### src/rtl/lock_pkg.sv
`default_nettype none
// ============================================================================
// Module      : lock_pkg
// Description : Shared states, key codes and helpers for the lock controller.
// Revision    : 1.0 - initial release
// ============================================================================
package lock_pkg;

    localparam int NUM_DIGITS = 6;

    localparam logic [3:0] KEY_CONFIRM = 4'hA;
    localparam logic [3:0] KEY_CANCEL  = 4'hB;
    localparam logic [3:0] KEY_SET     = 4'hC;

    typedef enum logic [2:0] {
        ENTRY   = 3'd0,
        CHECK   = 3'd1,
        OPEN    = 3'd2,
        SET     = 3'd3,
        LOCKOUT = 3'd4
    } state_t;

    function automatic logic is_digit(input logic [3:0] k);
        return (k <= 4'd9);
    endfunction

endpackage
`default_nettype wire

### src/rtl/lock_controller_if.sv
`default_nettype none
// ============================================================================
// Module      : lock_controller_if
// Description : Keypad/password-register side signals of the lock controller.
// Revision    : 1.0 - initial release
// ============================================================================
interface lock_controller_if;
    logic       key_valid;
    logic [3:0] key_code;
    logic [3:0] pw1, pw2, pw3, pw4, pw5, pw6;
    logic [3:0] ent1, ent2, ent3, ent4, ent5, ent6;
    logic [2:0] digit_cnt;
    logic       pw_load;
    logic       unlock;
    logic       alarm;
    logic [1:0] err_cnt;

    // keypad decoder / password register side
    modport master (
        output key_valid, key_code, pw1, pw2, pw3, pw4, pw5, pw6,
        input  ent1, ent2, ent3, ent4, ent5, ent6,
        input  digit_cnt, pw_load, unlock, alarm, err_cnt
    );

    // controller side
    modport slave (
        input  key_valid, key_code, pw1, pw2, pw3, pw4, pw5, pw6,
        output ent1, ent2, ent3, ent4, ent5, ent6,
        output digit_cnt, pw_load, unlock, alarm, err_cnt
    );
endinterface
`default_nettype wire

### src/rtl/lock_timer.sv
`default_nettype none
// ============================================================================
// Module      : lock_timer
// Description : Loadable down-counter; done pulses for one cycle when a loaded
//               count of N-1 has run out (N cycles after the load edge).
// Revision    : 1.0 - initial release
// ============================================================================
module lock_timer #(
    parameter int WIDTH = 10
) (
    input  wire logic             clk,
    input  wire logic             clr,
    input  wire logic             load,
    input  wire logic [WIDTH-1:0] load_val,
    output logic                  done
);

    logic [WIDTH-1:0] r_cnt;
    logic             r_run;

    always_ff @(posedge clk or negedge clr) begin
        if (!clr) begin
            r_cnt <= '0;
            r_run <= 1'b0;
        end else if (load) begin
            r_cnt <= load_val;
            r_run <= 1'b1;
        end else if (r_run) begin
            if (r_cnt == '0) begin
                r_run <= 1'b0;
            end else begin
                r_cnt <= r_cnt - 1'b1;
            end
        end
    end

    assign done = r_run && (r_cnt == '0);

endmodule
`default_nettype wire

### src/rtl/lock_controller.sv
`default_nettype none
// ============================================================================
// Module      : lock_controller
// Description : Six-digit lock sequencer: entry buffer, password check,
//               password-set strobe and wrong-attempt lockout.
//               Optional macro AUTO_RELOCK_EN adds an OPEN-state idle timeout.
// Revision    : 1.0 - initial release
// ============================================================================
module lock_controller
    import lock_pkg::*;
#(
    parameter int MAX_ERR     = 3,
    parameter int LOCK_CYCLES = 1000,
    parameter int OPEN_CYCLES = 5000
) (
    input  wire logic         clk,
    input  wire logic         clr,
    lock_controller_if.slave  bus
);

    localparam int         c_TMR_MAX  = (LOCK_CYCLES > OPEN_CYCLES) ? LOCK_CYCLES : OPEN_CYCLES;
    localparam int         c_TMR_W    = $clog2(c_TMR_MAX);
    localparam logic [c_TMR_W-1:0] c_LOCK_VAL = c_TMR_W'(LOCK_CYCLES - 1);
`ifdef AUTO_RELOCK_EN
    localparam logic [c_TMR_W-1:0] c_OPEN_VAL = c_TMR_W'(OPEN_CYCLES - 1);
`endif
    localparam logic [2:0] c_FULL     = 3'(NUM_DIGITS);
    localparam logic [1:0] c_MAX_ERR  = 2'(MAX_ERR);

    state_t             r_state, w_state_nxt;
    logic [3:0]         r_ent     [NUM_DIGITS];
    logic [3:0]         w_ent_nxt [NUM_DIGITS];
    logic [3:0]         w_pw      [NUM_DIGITS];
    logic [2:0]         r_cnt, w_cnt_nxt;
    logic [1:0]         r_err, w_err_nxt, w_err_inc;
    logic               r_pw_load, w_pw_load_nxt;
    logic               r_unlock, r_alarm;
    logic               w_match, w_digit, w_room;
    logic               w_tmr_load, w_tmr_done;
    logic [c_TMR_W-1:0] w_tmr_val;

    assign w_pw[0] = bus.pw1;
    assign w_pw[1] = bus.pw2;
    assign w_pw[2] = bus.pw3;
    assign w_pw[3] = bus.pw4;
    assign w_pw[4] = bus.pw5;
    assign w_pw[5] = bus.pw6;

    assign w_digit   = bus.key_valid && is_digit(bus.key_code);
    assign w_room    = (r_cnt < c_FULL);
    assign w_err_inc = r_err + 2'd1;

    always_comb begin
        w_match = 1'b1;
        for (int i = 0; i < NUM_DIGITS; i++) begin
            if (r_ent[i] != w_pw[i]) w_match = 1'b0;
        end
    end

    lock_timer #(
        .WIDTH (c_TMR_W)
    ) u_timer (
        .clk      (clk),
        .clr      (clr),
        .load     (w_tmr_load),
        .load_val (w_tmr_val),
        .done     (w_tmr_done)
    );

    always_ff @(posedge clk or negedge clr) begin
        if (!clr) begin
            r_state   <= ENTRY;
            r_cnt     <= '0;
            r_err     <= '0;
            r_pw_load <= 1'b0;
            r_unlock  <= 1'b0;
            r_alarm   <= 1'b0;
            for (int i = 0; i < NUM_DIGITS; i++) r_ent[i] <= '0;
        end else begin
            r_state   <= w_state_nxt;
            r_cnt     <= w_cnt_nxt;
            r_err     <= w_err_nxt;
            r_pw_load <= w_pw_load_nxt;
            r_unlock  <= (w_state_nxt == OPEN);
            r_alarm   <= (w_state_nxt == LOCKOUT);
            for (int i = 0; i < NUM_DIGITS; i++) r_ent[i] <= w_ent_nxt[i];
        end
    end

    always_comb begin
        w_state_nxt   = r_state;
        w_cnt_nxt     = r_cnt;
        w_err_nxt     = r_err;
        w_pw_load_nxt = 1'b0;
        w_tmr_load    = 1'b0;
        w_tmr_val     = c_LOCK_VAL;
        for (int i = 0; i < NUM_DIGITS; i++) w_ent_nxt[i] = r_ent[i];

        case (r_state)
            ENTRY: begin
                // the cycle after a pw_load strobe only clears the buffer
                if (r_pw_load) begin
                    w_cnt_nxt = '0;
                    for (int i = 0; i < NUM_DIGITS; i++) w_ent_nxt[i] = '0;
                end else if (w_digit && w_room) begin
                    for (int i = 0; i < NUM_DIGITS; i++) begin
                        if (r_cnt == 3'(i)) w_ent_nxt[i] = bus.key_code;
                    end
                    w_cnt_nxt = r_cnt + 3'd1;
                end else if (bus.key_valid && bus.key_code == KEY_CONFIRM && !w_room) begin
                    w_state_nxt = CHECK;
                end else if (bus.key_valid && bus.key_code == KEY_CANCEL) begin
                    w_cnt_nxt = '0;
                    for (int i = 0; i < NUM_DIGITS; i++) w_ent_nxt[i] = '0;
                end
            end

            CHECK: begin
                w_cnt_nxt = '0;
                for (int i = 0; i < NUM_DIGITS; i++) w_ent_nxt[i] = '0;
                if (w_match) begin
                    w_state_nxt = OPEN;
                    w_err_nxt   = '0;
`ifdef AUTO_RELOCK_EN
                    w_tmr_load  = 1'b1;
                    w_tmr_val   = c_OPEN_VAL;
`endif
                end else if (w_err_inc == c_MAX_ERR) begin
                    w_state_nxt = LOCKOUT;
                    w_err_nxt   = w_err_inc;
                    w_tmr_load  = 1'b1;
                end else begin
                    w_state_nxt = ENTRY;
                    w_err_nxt   = w_err_inc;
                end
            end

            OPEN: begin
                if (bus.key_valid) begin
                    if (bus.key_code == KEY_CONFIRM || bus.key_code == KEY_CANCEL) begin
                        w_state_nxt = ENTRY;
                    end else if (bus.key_code == KEY_SET) begin
                        w_state_nxt = SET;
                        w_cnt_nxt   = '0;
                        for (int i = 0; i < NUM_DIGITS; i++) w_ent_nxt[i] = '0;
                    end
`ifdef AUTO_RELOCK_EN
                    w_tmr_load = 1'b1;
                    w_tmr_val  = c_OPEN_VAL;
                end else if (w_tmr_done) begin
                    w_state_nxt = ENTRY;
`endif
                end
            end

            SET: begin
                if (w_digit && w_room) begin
                    for (int i = 0; i < NUM_DIGITS; i++) begin
                        if (r_cnt == 3'(i)) w_ent_nxt[i] = bus.key_code;
                    end
                    w_cnt_nxt = r_cnt + 3'd1;
                end else if (bus.key_valid && bus.key_code == KEY_CONFIRM && !w_room) begin
                    w_pw_load_nxt = 1'b1;
                    w_state_nxt   = ENTRY;
                end else if (bus.key_valid && bus.key_code == KEY_CANCEL) begin
                    w_state_nxt = OPEN;
                    w_cnt_nxt   = '0;
                    for (int i = 0; i < NUM_DIGITS; i++) w_ent_nxt[i] = '0;
`ifdef AUTO_RELOCK_EN
                    w_tmr_load  = 1'b1;
                    w_tmr_val   = c_OPEN_VAL;
`endif
                end
            end

            LOCKOUT: begin
                if (w_tmr_done) begin
                    w_state_nxt = ENTRY;
                    w_err_nxt   = '0;
                end
            end

            default: w_state_nxt = ENTRY;
        endcase
    end

    assign bus.ent1      = r_ent[0];
    assign bus.ent2      = r_ent[1];
    assign bus.ent3      = r_ent[2];
    assign bus.ent4      = r_ent[3];
    assign bus.ent5      = r_ent[4];
    assign bus.ent6      = r_ent[5];
    assign bus.digit_cnt = r_cnt;
    assign bus.pw_load   = r_pw_load;
    assign bus.unlock    = r_unlock;
    assign bus.alarm     = r_alarm;
    assign bus.err_cnt   = r_err;

endmodule
`default_nettype wire

### src/flat_wrapper.sv
// flat-port wrapper written by rule: the top's interface ports become plain ports
module lock_controller_flat import lock_pkg::*;
#(
    parameter int MAX_ERR     = 3,
    parameter int LOCK_CYCLES = 1000,
    parameter int OPEN_CYCLES = 5000
)
  (clk, clr, bus_key_valid, bus_key_code, bus_pw1, bus_pw2, bus_pw3, bus_pw4, bus_pw5, bus_pw6, bus_ent1, bus_ent2, bus_ent3, bus_ent4, bus_ent5, bus_ent6, bus_digit_cnt, bus_pw_load, bus_unlock, bus_alarm, bus_err_cnt);
  lock_controller_if bus_i ();
  input  wire logic clk;
  input  wire logic clr;
  input wire logic [$bits(bus_i.key_valid)-1:0] bus_key_valid;
  input wire logic [$bits(bus_i.key_code)-1:0] bus_key_code;
  input wire logic [$bits(bus_i.pw1)-1:0] bus_pw1;
  input wire logic [$bits(bus_i.pw2)-1:0] bus_pw2;
  input wire logic [$bits(bus_i.pw3)-1:0] bus_pw3;
  input wire logic [$bits(bus_i.pw4)-1:0] bus_pw4;
  input wire logic [$bits(bus_i.pw5)-1:0] bus_pw5;
  input wire logic [$bits(bus_i.pw6)-1:0] bus_pw6;
  output wire logic [$bits(bus_i.ent1)-1:0] bus_ent1;
  output wire logic [$bits(bus_i.ent2)-1:0] bus_ent2;
  output wire logic [$bits(bus_i.ent3)-1:0] bus_ent3;
  output wire logic [$bits(bus_i.ent4)-1:0] bus_ent4;
  output wire logic [$bits(bus_i.ent5)-1:0] bus_ent5;
  output wire logic [$bits(bus_i.ent6)-1:0] bus_ent6;
  output wire logic [$bits(bus_i.digit_cnt)-1:0] bus_digit_cnt;
  output wire logic [$bits(bus_i.pw_load)-1:0] bus_pw_load;
  output wire logic [$bits(bus_i.unlock)-1:0] bus_unlock;
  output wire logic [$bits(bus_i.alarm)-1:0] bus_alarm;
  output wire logic [$bits(bus_i.err_cnt)-1:0] bus_err_cnt;
  assign bus_i.key_valid = bus_key_valid;
  assign bus_i.key_code = bus_key_code;
  assign bus_i.pw1 = bus_pw1;
  assign bus_i.pw2 = bus_pw2;
  assign bus_i.pw3 = bus_pw3;
  assign bus_i.pw4 = bus_pw4;
  assign bus_i.pw5 = bus_pw5;
  assign bus_i.pw6 = bus_pw6;
  assign bus_ent1 = bus_i.ent1;
  assign bus_ent2 = bus_i.ent2;
  assign bus_ent3 = bus_i.ent3;
  assign bus_ent4 = bus_i.ent4;
  assign bus_ent5 = bus_i.ent5;
  assign bus_ent6 = bus_i.ent6;
  assign bus_digit_cnt = bus_i.digit_cnt;
  assign bus_pw_load = bus_i.pw_load;
  assign bus_unlock = bus_i.unlock;
  assign bus_alarm = bus_i.alarm;
  assign bus_err_cnt = bus_i.err_cnt;
  lock_controller #(.MAX_ERR(MAX_ERR), .LOCK_CYCLES(LOCK_CYCLES), .OPEN_CYCLES(OPEN_CYCLES)) u_core (.clk(clk), .clr(clr), .bus(bus_i));
endmodule
### config.mk
export PLATFORM = sky130hd
export DESIGN_NAME = lock_controller_flat
export DESIGN_NICKNAME = d
export VERILOG_FILES = /design/src/rtl/lock_pkg.sv /design/src/rtl/lock_controller_if.sv /design/src/rtl/lock_timer.sv /design/src/rtl/lock_controller.sv /design/src/flat_wrapper.sv
export SDC_FILE = /design/constraint.sdc
export NUM_CORES = 1
export LEC_CHECK = 0
export ABC_CLOCK_PERIOD_IN_PS = 2640
export BUFFER_PORTS_ARGS = -buffer_cell sky130_fd_sc_hd__buf_2
export CAP_MARGIN = 20
export CORE_MARGIN = 4
export CORE_UTILIZATION = 50
export CTS_BUF_LIST = sky130_fd_sc_hd__clkbuf_2
export DETAILED_ROUTE_END_ITERATION = 16
export HOLD_SLACK_MARGIN = 0.03
export MAX_ROUTING_LAYER = met4
export PLACE_DENSITY = 0.76
export SLEW_MARGIN = 25
export SYNTH_ARGS = -nofsm -noshare
export SYNTH_HDL_FRONTEND = slang
export SYNTH_SLANG_ARGS = --single-unit
### constraint.sdc
create_clock -name clk -period 2.64 [get_ports clk]
set_input_delay 0.528 -clock clk [delete_from_list [all_inputs] [get_ports clk]]
set_output_delay 0.528 -clock clk [all_outputs]
set_load 0.02 [all_outputs]
# After elaboration in Yosys (flattened, before gate mapping)
# Cells that the tools add are included.
[totals]
reg_bits = 49
inputBits = 31
output_inout_bits = 32
[classes]
add_sub_neg = 3
magnitude_cmp = 2
eq_ne = 26
mux = 56
reduce_logical = 17
[ops]
columns = ["op", "n"]
rows = [
  ["two-way mux 24 bit", 7],
  ["one-hot mux 24 bit (4 select lines)", 1],
  ["two-way mux 3 bit", 19],
  ["two-way mux 13 bit", 3],
  ["two-way mux 4 bit", 6],
  ["inequality test 4 bit", 6],
  ["equality test 3 x 2 -> 1 bit, second input constant", 5],
  ["two-way mux 1 bit", 15],
  ["one-hot mux 3 bit (5 select lines)", 1],
  ["zero test 13 bit", 1],
  ["subtractor 13 x 1 -> 13 bit, second input constant", 1],
  ["equality test 3 bit, second input constant", 4],
  ["equality test 4 bit, second input constant", 3],
  ["one-hot mux 3 bit (4 select lines)", 1],
  ["inequality test 2 bit, second input constant", 4],
  ["equality test 3 x 1 -> 1 bit, second input constant", 2],
  ["logical AND 1 bit", 6],
  ["zero test 3 bit", 2],
  ["less-or-equal comparator 4 bit, second input constant", 1],
  ["two-way mux 2 bit", 2],
  ["one-hot mux 2 bit (2 select lines)", 1],
  ["AND reduction 2 bit", 2],
  ["AND reduction 4 bit", 1],
  ["nonzero test 2 bit", 2],
  ["8 further kinds", 8],
]

# Logic depth before layout (Yosys ltp)
# Gate-level depths: netlist of the first run.
[depth]
word_depth = 11
ltp_mapped = 7

# Hierarchy
# Synthesis of the first run repeated with hierarchy kept, for this count alone.
[hier_totals]
hier_cells = 289
area_unflattened_um2 = 3027.9
[by_module_without_submodules]
columns = ["mod", "instances", "cells_per_inst", "area_per_inst_um2", "seq_area_each_um2"]
rows = [
  ["lock_controller", 1, 187, 2093.3, 875.8],
  ["lock_timer", 1, 102, 934.6, 350.3],
]

# Worst setup path before layout of the first run
# Ideal clock, no wire load.
[synth_path]
path_kind = "input -> register"
start = "input port bus_key_code[2]"
end = "register u_core.r_ent (netlist bit u_core.bus.ent1[0])"
arrival_time_ns = 1.865
required_time_ns = 2.518
slack_ns = 0.654
stages = 7
n_path_buf = 2
cell_sequence = "buf_6 nand4b_1 or2_0 and2_1 clkbuf_1 and2_1 a32o_1"
[synth_between]
elab_chain_cells = 7
[synth_rtl]
columns = ["element", "line", "source"]
rows = [
  ["start, declared", "flat_wrapper.sv:13", "input wire logic [$bits(bus_i.key_code)-1:0] bus_key_code;"],
  ["equality test 4 bit (on tied branches)", "--", ""],
  ["logical AND 1 bit (on tied branches)", "--", ""],
  ["two-way mux 24 bit / logical AND 1 bit (equally long branches)", "--", ""],
  ["two-way mux 24 bit", "--", ""],
  ["two-way mux 24 bit", "lock_controller.sv:105", "end else if (w_digit && w_room) begin"],
  ["two-way mux 24 bit", "lock_controller.sv:102", "if (r_pw_load) begin"],
  ["one-hot mux 24 bit (4 select lines)", "lock_controller.sv:99", "case (r_state)"],
  ["end, declared", "lock_controller.sv:31", "logic [3:0] r_ent [NUM_DIGITS];"],
]
# Parallel ways exist; a longest one is shown, timed or not.
# A chain may end at the register's enable or synchronous reset.

# Final worst setup path of the first run
[layout_path]
start = "register u_core.r_ent (netlist bit u_core.bus.ent4[1])"
end = "register u_core.u_timer.r_cnt[7]"
[layout_between]
elab_chain_cells = 8
[layout_rtl]
columns = ["element", "line", "source"]
rows = [
  ["inequality test 4 bit (*)", "lock_controller.sv:56", "if (r_ent[i] != w_pw[i]) w_match = 1'b0;"],
  ["two-way mux 1 bit (*) (3 in series)", "lock_controller.sv:56", ""],
  ["two-way mux 1 bit (*)", "lock_controller.sv:121", "if (w_match) begin"],
  ["two-way mux 1 bit (*)", "lock_controller.sv:99", ""],
  ["inequality test 2 bit (no line) / nonzero test 2 bit (equally long branches)", "--", ""],
  ["AND reduction 2 bit (no line)", "--", ""],
  ["end signal, assigned", "lock_timer.sv:26", "r_cnt <= load_val;"],
  ["end signal, assigned", "lock_timer.sv:32", "r_cnt <= r_cnt - 1'b1;"],
  ["end, declared", "lock_timer.sv:18", "logic [WIDTH-1:0] r_cnt;"],
]
# Every way passes the cells marked *; elsewhere a longest branch is shown, timed or not.

==> flow_metrics.py, run 1 <==
metrics = {
    "global_route": {
        "first_global_vias": 2277,
        "maximum_number_of_pins_on_one_net_before_global_route_repair": 27,
        "met3_usage_pct": 3.29,
        "grt_pass1_wl_um": 10700,
        "globalRoute.busiestLayer": "met2",
        "global_route.usage.total_pct": 21.4,
        "grt_antenna_before_repair": 0,
        "use_met1_pct": 28.9,
        "overflow": 0,
        "gr-usage-met2_pct": 33.5,
    },
    "power_and_ir_drop": {
        "power.share.clock_pct": 10.9,
        "power.share.switching_pct": 41.7,
        "vdd_ir_drop_max_mv": 0.401,
        "cell_internal_power_dissipation_mw": 1.51,
        "p_seq_share_pct": 47.4,
        "power.share.combinational_pct": 41.7,
        "power_per_cell_area_nw_per_um2": 811,
        "power_leakage_nw": 1.45,
        "power.net_switching_mw": 1.08,
    },
    "route": {
        "detail_route.drc_violations": 0,
        "drt_iter0_markers": 148,
        "first_pass_iters": 4,
        "vias": 2307,
        "viasPerCell": 5.72,
        "drt.antenna.violating_nets": 0,
        "detail_route.wl_per_cell_um": 16.2,
        "drt_wl_total_um": 6530,
    },
    "timing": {
        "clock_skew_ns": 0.00862,
        "fin_worst_hold_slack_ns": 0.0529,
        "fin_crit_sh_pct": 84.1,
        "timing_worst_slew_pin_value_ns": 0.849,
        "layout_min_cycle_time_ns": 2.22,
        "final_max_slew_viol_count": 0,
        "hold_viol_final": 0,
        "fmax_ghz": 0.450,
        "maxSlewHeadroom_pct": 43.4,
        "timing.setup.tns_ns": 0,
        "setup_viol": 0,
        "rsz0062_at_grt": "false",
    },
    "finish": {
        "mostFrequentLayoutCell": "buf_2",
        "multi_input_comb_area_um2": 1400,
        "finish.instance_area_um2": 3200,
        "most-common-layout-cells": "buf_2 (62), dfrtp_1 (49), xnor2_1 (30)",
        "diodes": 0,
        "share_of_final_layout_standard_cells_stronger_than_drive_strength_1_pct": 26.4,
        "area_added_between_synthesis_and_finish_pct": 17.2,
        "layout.area.seq_um2": 1230,
        "layout.filler_cells": 457,
        "final_net_count": 373,
    },
    "place": {
        "placed_cell_area_um2": 3170,
        "hpwl_detailed_um": 5120,
        "gp_congestion": 0.836,
        "io_buffer_count": 62,
    },
    "critical_path": {
        "worstPathRequired_ns": 2.98,
        "worstSetupStartpointType": "flip-flop",
        "critical_path_peak_fanout": 12,
        "worst-setup-path-type": "flip-flop to flip-flop",
        "timing.critical_path.arrival_ns": 2.56,
        "worst_setup_path_end_kind": "flip-flop",
    },
    "clock_network": {
        "clkLatencyLatePin_ns": 0.43,
        "cts_setup_buffers": 0,
        "clk_pin_slew_ns": 0.23,
        "cts_buffer_depth": 2,
        "cts_tree": "built",
        "cells_resized_by_post_cts_repair": 0,
        "cts_hold_buffers": 0,
        "clock-root-buffer": "clkbuf_2",
        "cts_made_buffers": 5,
        "tritoncts_num_sinks": 49,
        "ctsHtreeMaxLevel": 2,
    },
    "synthesis": {
        "synth-xor-area-share_pct": 10.3,
        "synthesis.nets": 303,
        "netlist_area_um2": 2730,
        "yosys-mux-area-fraction_pct": 0.367,
        "synth-edff-count": 0,
        "synth-adder-area-share_pct": 3.67,
        "postSynthRegisterBits": 49,
        "synth_cell_types": 57,
        "synth_top_family_by_area": "simple AND/OR/NAND/NOR gates",
        "proportion_of_register_bits_with_asynchronous_set_or_reset_after_synthesis_pct": 100,
        "synth-compound-area-share_pct": 17.7,
        "ys_dominant_reg_cell": "dfrtp_1",
        "avgSynthCellArea_um2": 10.3,
        "synthCells": 264,
        "synth_simple_gate_area_share_pct": 19.3,
        "ys_seq_area_share_pct": 45.0,
        "synth-warning-count": 0,
    },
    "floorplanning": {
        "core_area_um2": 5200,
        "floorplan.io_pins": 63,
        "row_count": 26,
        "die_x_um": 81.8,
        "initial_core_util_pct": 52.4,
        "fp.dieArea_um2": 6700,
        "die-height_um": 81.8,
    },
    "min_path": {
        "worstHoldPathType": "input port to async pin",
    },
    "run": {
        "maxcap_violations": 0,
    },
    "run_status": {
        "outcome": "complete, no violations",
    },
}
-- cells in the mapped netlist, drive strengths merged (4+ instances only) --
master   number  share of area, %
a21oi         7               1.3
o21ai         7               1.3
nor2         15               2.1
o32ai         4               1.3
nand3         4              0.73
or2           4              0.92
a32o         13               4.8
and3          4              0.92
xnor2        30               9.6
dfrtp        49                45
inv          13               1.8
clkbuf        5              0.73
buf           5               1.2
and2          4              0.92
nand2        21               2.9
nor3          8               1.5
nand4         7               1.6
ha            8               3.7
o2bb2ai       4               1.3
-- cells by family (layout without fill, tap and decap cells) --
group           Yosys count  after routing
buf+inv                  23             92
mux                       1              1
simple gates             92             92
compound gates           59             59
xor+xnor                 32             32
flops                    49             49
fa+ha+maj                 8              8
-- per-layer routing --
metal  vias to the layer above  share of wire, %
met3                         6               6.0
met1                      1127                45
li1                       1109                 -
met2                        65                48
met4                         0               1.4
met5                         -                 0
-- critical path, cell delays in order, from the launching register on --
cell and delay [ns]:
dfrtp_1 0.45, xnor2_1 0.30, nand4_1 0.14, nor4_1 0.37, buf_4 0.18, a21oi_1 0.24
or3b_1 0.45
-- sequential cells by signal, indices dropped and copies added (netlist names) --
register and cells:
u_core.u_timer.r_cnt 13, u_core.bus.ent4 4, u_core.bus.pw_load 1, u_core.bus.ent1 4, u_core.bus.ent3 4, u_core.bus.ent2 4, u_core.bus.ent6 4, u_core.bus.digit_cnt 3
u_core.u_timer.r_run 1, u_core.r_state 3, u_core.bus.alarm 1, u_core.bus.ent5 4, u_core.bus.err_cnt 2, u_core.bus.unlock 1
-- final cells by class --
cell class,count,share of cell area (%)
clock buffers,5,0.783
clock inverters,1,0.157
inverters,13,1.53
multi-input cells,192,43.7
flip-flops and latches,49,38.4
well taps,70,2.74
repair buffers,73,12.7
-- worst paths after layout --
check,start,end,slack [ns],cells after the start
max,u_core.bus.ent4[1]$_DFFE_PN0P_,u_core.u_timer.r_cnt[7]$_DFFE_PN0P_,0.42,6
min,clr,u_core.bus.ent5[3]$_DFFE_PN0P_,0.05,1
max reg2reg,u_core.bus.ent4[1]$_DFFE_PN0P_,u_core.u_timer.r_cnt[7]$_DFFE_PN0P_,0.42,6
min reg2reg,u_core.u_timer.r_cnt[12]$_DFFE_PN0P_,u_core.u_timer.r_cnt[12]$_DFFE_PN0P_,0.57,2
max in group asynchronous,clr,u_core.u_timer.r_cnt[12]$_DFFE_PN0P_,2.07,2
min in group clk,bus_key_code[3],u_core.bus.ent2[3]$_DFFE_PN0P_,0.44,2
-- power by group through the flow --
stage	Clock, mW	Sequential, mW	Combinational [mW]
3_3_place_gp	0	1.23	1.06
3_5_place_dp	0	1.24	1.09
5_1_grt	0.308	1.27	1.18
6_report	0.283	1.23	1.08
4_1_cts	0.285	1.23	1.09
2_1_floorplan	0	1.42	0.512
-- through the flow --
step / instances / worst slack [ns] / utilization [%] / power, mW
2_1_floorplan: 264 / 0.654 / - / 1.94
3_3_place_gp: 397 / 0.262 / 60.8 / 2.29
3_5_place_dp: 397 / 0.247 / 60.8 / 2.33
4_1_cts: 403 / 0.447 / 61.4 / 2.60
5_1_grt: 403 / 0.238 / 61.4 / 2.76
6_report: 403 / 0.420 / 61.4 / 2.59
(Power assumes the default switching activity.)
==> run 2, diff against run 1 <==
ABC_CLOCK_PERIOD_IN_PS = 1850   (was 2640)
PLACE_DENSITY = 0.79   (was 0.76)
clock period = 1.85 ns   (was 2.64 ns; I/O delays follow)
==> flow_metrics.py, run 2 (synthesized netlist as in run 1, its figures left out) <==
metrics = {
    "run_status": {
        "outcome": "finished with violations",
        "failed_checks": "negative setup slack",
    },
    "finish": {
        "registers.top_by_ff_count": "u_core.u_timer.r_cnt",
        "largest_register_ff_count": 13,
        "fin_util_pct": 72.6,
        "area_added_between_synthesis_and_finish_pct": 38.7,
        "diodes": 0,
        "most-common-layout-cells": "buf_4 (68), buf_2 (63), dfrtp_1 (48)",
        "share_of_final_layout_standard_cells_stronger_than_drive_strength_1_pct": 42.6,
        "final_net_count": 435,
        "mostFrequentLayoutCell": "buf_4",
    },
    "critical_path": {
        "worst_setup_path_end_kind": "flip-flop",
        "worstPathRequired_ns": 2.20,
        "worst-setup-path-type": "flip-flop to flip-flop",
        "reg2reg_to": "u_core.u_timer.r_cnt[1]$_DFFE_PN0P_",
        "timing.critical_path.arrival_ns": 2.31,
        "crit-reg2reg-launch": "u_core.u_timer.r_cnt[0]$_DFFE_PN0P_",
        "ff2ff_path_depth": 7,
        "worstSetupStartpointType": "flip-flop",
        "timing.reg2reg.setup_slack_ns": -0.11,
        "critical_path_peak_fanout": 4,
    },
    "global_route": {
        "overflow": 0,
        "grt_pass1_wl_um": 12100,
        "global_route.usage.total_pct": 24.6,
        "maximum_number_of_pins_on_one_net_before_global_route_repair": 23,
        "first_global_vias": 2537,
        "grt_antenna_before_repair": 0,
    },
    "clock_network": {
        "cts_buffer_depth": 2,
        "tritoncts_num_sinks": 49,
        "ctsHtreeMaxLevel": 2,
        "clock-root-buffer": "clkbuf_2",
        "clk_pin_slew_ns": 0.23,
        "cts_made_buffers": 5,
        "cts_tree": "built",
        "clkLatencyLatePin_ns": 0.43,
    },
    "route": {
        "first_pass_iters": 5,
        "vias": 2614,
        "drt_iter0_markers": 273,
        "drt.antenna.violating_nets": 0,
        "detail_route.wl_per_cell_um": 16.2,
        "detail_route.drc_violations": 0,
        "drt_wl_total_um": 7570,
        "viasPerCell": 5.60,
    },
    "timing": {
        "layout_min_cycle_time_ns": 1.96,
        "hold_viol_final": 0,
        "timing_worst_slew_pin_value_ns": 0.427,
        "fin_worst_hold_slack_ns": 0.339,
        "fin_crit_sh_pct": 106,
        "rsz0062_at_grt": "true",
        "final_max_slew_viol_count": 0,
        "maxSlewHeadroom_pct": 71.5,
        "setup_viol": 13,
        "clock_skew_ns": 0.0100,
        "setup_slack_ns": -0.109,
        "fmax_ghz": 0.510,
    },
    "min_path": {
        "hold_worst_path_end": "u_core.bus.ent5[2]$_DFFE_PN0P_",
        "worstHoldPathType": "input port to flip-flop",
        "timing.hold.worst_path_depth": 4,
        "min_from": "bus_key_code[2]",
    },
    "power_and_ir_drop": {
        "power.share.switching_pct": 40.9,
        "p_seq_share_pct": 41.1,
        "vdd_ir_drop_max_mv": 0.542,
        "power_per_cell_area_nw_per_um2": 1090,
        "power_leakage_nw": 1.79,
        "power.share.combinational_pct": 48.3,
        "cell_internal_power_dissipation_mw": 2.44,
        "power.net_switching_mw": 1.69,
        "power.share.clock_pct": 10.7,
    },
    "place": {
        "hpwl_detailed_um": 5800,
        "io_buffer_count": 62,
        "gp_congestion": 0.905,
    },
    "floorplanning": {
        "row_count": 26,
        "fp.dieArea_um2": 6700,
        "core_area_um2": 5200,
        "initial_core_util_pct": 52.4,
        "die-height_um": 81.8,
        "die_x_um": 81.8,
        "floorplan.io_pins": 63,
    },
    "run": {
        "maxcap_violations": 0,
    },
}
run 2: what timing repair did:
item	CTS	global route
gates resized for setup	6	19
hold endpoints to repair	15	0
buffers inserted	3	4
hold buffers	1	0
endpoints found under the setup margin	21	40
pin swaps	3	7
cloned	1	0
run 2: power by group through the flow:
| stage | Sequential (mW) | Combinational [mW] | Clock [mW] |
|---|---|---|---|
| floorplan | 2.03 | 0.731 | 0 |
| global placement | 1.70 | 1.86 | 0 |
| detailed placement | 1.71 | 1.94 | 0 |
| CTS | 1.69 | 1.96 | 0.450 |
| global route | 1.75 | 2.14 | 0.490 |
| finish | 1.70 | 2.00 | 0.441 |
run 2: layer usage:
metal / GRT usage (%) / part of all wire (%) / vias to the layer above
met2: 38.6 / 47 / 124
met3: 3.40 / 6.0 / 17
li1: - / - / 1232
met1: 32.7 / 45 / 1241
met4: 8.31 / 1.8 / 0
met5: - / 0 / -
run 2: cell type report:
cell class / count / area, µm²
Sequential cell: 49 / 1230
Fill cell: 356 / 1420
Clock buffer: 7 / 35.0
Inverter: 13 / 48.8
Multi-Input combinational cell: 192 / 1510
Tap cell: 70 / 87.6
Clock inverter: 1 / 7.51
Timing Repair Buffer: 135 / 870
run 2: metrics by stage:
step | std cells | setup WS [ns] | power, mW | TNS [ns] | cell area [µm²]
after floorplan | 264 | -0.0368 | 2.76 | -0.0719 | 2730
after global placement | 450 | -0.217 | 3.56 | -3.01 | 3550
after detailed placement | 450 | -0.243 | 3.65 | -5.15 | 3550
after CTS | 463 | -0.0908 | 4.10 | -0.437 | 3650
after global routing | 467 | -0.177 | 4.38 | -1.90 | 3780
final | 467 | -0.109 | 4.14 | -0.643 | 3780
run 2: worst max-delay path: stages, from the launching register on:
cell and delay, ns:
dfrtp_1 0.44, inv_2 0.06, ha_1 0.14, or4b_4 0.50
o31ai_4 0.30, buf_6 0.16, nor2_1 0.04, a211o_1 0.25
run 2: worst max-delay path by stage:
| stage | startpoint | endpoint | slack, ns |
|---|---|---|---|
| after floorplan | u_core.u_timer.r_cnt[0]$_DFFE_PN0P_ | u_core.u_timer.r_cnt[7]$_DFFE_PN0P_ | -0.04 |
| after global placement | bus_pw4[1] | u_core.u_timer.r_cnt[1]$_DFFE_PN0P_ | -0.22 |
| after detailed placement | bus_pw4[1] | u_core.u_timer.r_run$_DFF_PN0_ | -0.24 |
| after CTS | u_core.u_timer.r_cnt[0]$_DFFE_PN0P_ | u_core.u_timer.r_cnt[2]$_DFFE_PN0P_ | -0.09 |
| after global routing | u_core.u_timer.r_cnt[0]$_DFFE_PN0P_ | u_core.u_timer.r_cnt[2]$_DFFE_PN0P_ | -0.18 |
| final | u_core.u_timer.r_cnt[0]$_DFFE_PN0P_ | u_core.u_timer.r_cnt[1]$_DFFE_PN0P_ | -0.11 |
==> run 3, diff against run 2 <==
CORE_UTILIZATION = 40   (was 50)
PLACE_DENSITY = 0.66   (was 0.79)
==> flow_metrics.py, run 3 (synthesized netlist as in run 1, its figures left out) <==
metrics = {
    "power_and_ir_drop": {
        "power_per_cell_area_nw_per_um2": 1080,
        "power_leakage_nw": 1.83,
        "vdd_ir_drop_max_mv": 0.425,
    },
    "timing": {
        "setup_viol": 14,
        "rsz0062_at_grt": "true",
        "final_max_slew_viol_count": 0,
        "timing_worst_slew_pin_value_ns": 0.447,
        "fin_crit_sh_pct": 108,
        "hold_viol_final": 0,
        "fin_worst_hold_slack_ns": 0.262,
        "setup_slack_ns": -0.145,
        "fmax_ghz": 0.501,
        "layout_min_cycle_time_ns": 2.00,
        "clock_skew_ns": 0.0269,
        "maxSlewHeadroom_pct": 70.1,
    },
    "run_status": {
        "failed_checks": "negative setup slack",
        "outcome": "finished with violations",
    },
    "finish": {
        "registers.top_by_ff_count": "u_core.u_timer.r_cnt",
        "area_added_between_synthesis_and_finish_pct": 40.5,
        "share_of_final_layout_standard_cells_stronger_than_drive_strength_1_pct": 43.0,
        "final_net_count": 438,
        "largest_register_ff_count": 13,
        "diodes": 0,
        "most-common-layout-cells": "buf_4 (71), buf_2 (62), dfrtp_1 (48)",
        "mostFrequentLayoutCell": "buf_4",
        "finish.instance_area_um2": 3830,
    },
    "route": {
        "drt.antenna.violating_nets": 0,
        "first_pass_iters": 4,
        "viasPerCell": 5.30,
        "drt_wl_total_um": 7480,
        "detail_route.drc_violations": 0,
        "vias": 2528,
        "detail_route.wl_per_cell_um": 15.7,
        "drt_iter0_markers": 133,
    },
    "global_route": {
        "grt_antenna_before_repair": 0,
        "first_global_vias": 2564,
        "global_route.usage.total_pct": 19.1,
        "overflow": 0,
        "grt_pass1_wl_um": 12300,
        "maximum_number_of_pins_on_one_net_before_global_route_repair": 24,
    },
    "critical_path": {
        "ff2ff_path_depth": 8,
        "critPathCapture": "u_core.u_timer.r_cnt[9]$_DFFE_PN0P_",
        "worst-setup-path-type": "flip-flop to flip-flop",
        "worstSetupStartpointType": "flip-flop",
        "timing.critical_path.arrival_ns": 2.32,
        "crit_path_start": "u_core.u_timer.r_cnt[0]$_DFFE_PN0P_",
        "worst_setup_path_end_kind": "flip-flop",
        "reg2reg_to": "u_core.u_timer.r_cnt[9]$_DFFE_PN0P_",
        "crit-reg2reg-launch": "u_core.u_timer.r_cnt[0]$_DFFE_PN0P_",
        "timing.reg2reg.setup_slack_ns": -0.15,
        "critical_path_peak_fanout": 4,
        "worstPathRequired_ns": 2.18,
    },
    "clock_network": {
        "tritoncts_num_sinks": 49,
        "clkLatencyLatePin_ns": 0.43,
        "clk_pin_slew_ns": 0.22,
        "ctsHtreeMaxLevel": 2,
        "cts_buffer_depth": 2,
        "cts_made_buffers": 5,
        "clock-root-buffer": "clkbuf_2",
        "cts_tree": "built",
    },
    "run": {
        "maxcap_violations": 0,
    },
    "floorplanning": {
        "fp.dieArea_um2": 8200,
        "initial_core_util_pct": 42.0,
        "floorplan.io_pins": 63,
        "die_x_um": 90.6,
        "core_area_um2": 6490,
        "die-height_um": 90.6,
        "row_count": 29,
    },
    "place": {
        "hpwl_detailed_um": 5890,
        "gp_congestion": 0.852,
        "placed_cell_area_um2": 3570,
        "io_buffer_count": 62,
    },
    "min_path": {
        "worstHoldPathType": "input port to async pin",
    },
}
run 3: changes by cell type in the layout (fill, tap and decap cells not counted), moves of 2 or more:
cell	before	now
buf_4	68	71
nor4_4	0	2
xnor2_1	29	27
clkbuf_2	7	5
xnor2_2	1	3
nor4_2	3	0
clkinv_1	0	2
run 3: how the worst min path moves through the flow:
stage          startpoint                              to  slack [ns]  cells past startpoint
2_1_floorplan         clr      u_core.bus.alarm$_DFF_PN0_        0.07                      0
4_1_cts               clr  u_core.bus.ent4[2]$_DFFE_PN0P_        0.24                      2
5_1_grt               clr  u_core.bus.ent4[2]$_DFFE_PN0P_        0.26                      2
3_5_place_dp          clr  u_core.bus.ent4[2]$_DFFE_PN0P_        0.20                      1
6_report              clr  u_core.bus.ent4[2]$_DFFE_PN0P_        0.26                      2
3_3_place_gp          clr  u_core.bus.ent4[2]$_DFFE_PN0P_        0.20                      1
run 3: layer usage:
metal	routed length, µm	track usage, %	vias to the layer above
li1	-	-	1240
met1	3370	24.4	1210
met2	3640	31.1	70
met3	382	3.67	8
met4	80	4.59	0
met5	0	-	-
run 3: power breakdown:
group          switching, mW  internal (mW)
logic                   1.07          0.994
clock network          0.328         0.0828
registers              0.288           1.39
run 3: critical path, cell delays in order (launching register included):
cell and delay, ns:
dfrtp_1 0.44, inv_2 0.06, ha_1 0.13, or4b_4 0.50
o211ai_1 0.32, buf_4 0.19, nor3_1 0.05, xnor2_1 0.16
nand2b_1 0.07
run 3: cell type report:
cell class	instances	area, µm²
timing repair buffer	138	898
clock inverter	3	12.5
fill	563	2660
multi-input combinational	192	1520
inverter	13	48.8
sequential	49	1230
tap	77	96.3
clock buffer	5	25.0
run 3: metrics by stage:
stage | total power, mW | setup slack [ns] | setup TNS, ns | util (%) | instances
after CTS | 4.15 | -0.109 | -0.734 | 57.3 | 473
final | 4.15 | -0.145 | -0.956 | 59.0 | 477
after detailed placement | 3.70 | -0.296 | -7.13 | 55.0 | 459
after floorplan | 2.76 | -0.0368 | -0.0719 | - | 264
after global placement | 3.63 | -0.327 | -4.81 | 55.0 | 459
after global routing | 4.43 | -0.248 | -2.72 | 59.0 | 477
run 3: repair_timing:
| action | CTS | global route |
|---|---|---|
| gates resized for setup | 11 | 17 |
| hold buffers | 1 | 0 |
| hold endpoints to repair | 49 | 0 |
| cloned | 0 | 0 |
| setup endpoints to repair | 19 | 42 |
| pin swaps | 4 | 12 |
| buffers inserted | 5 | 4 |
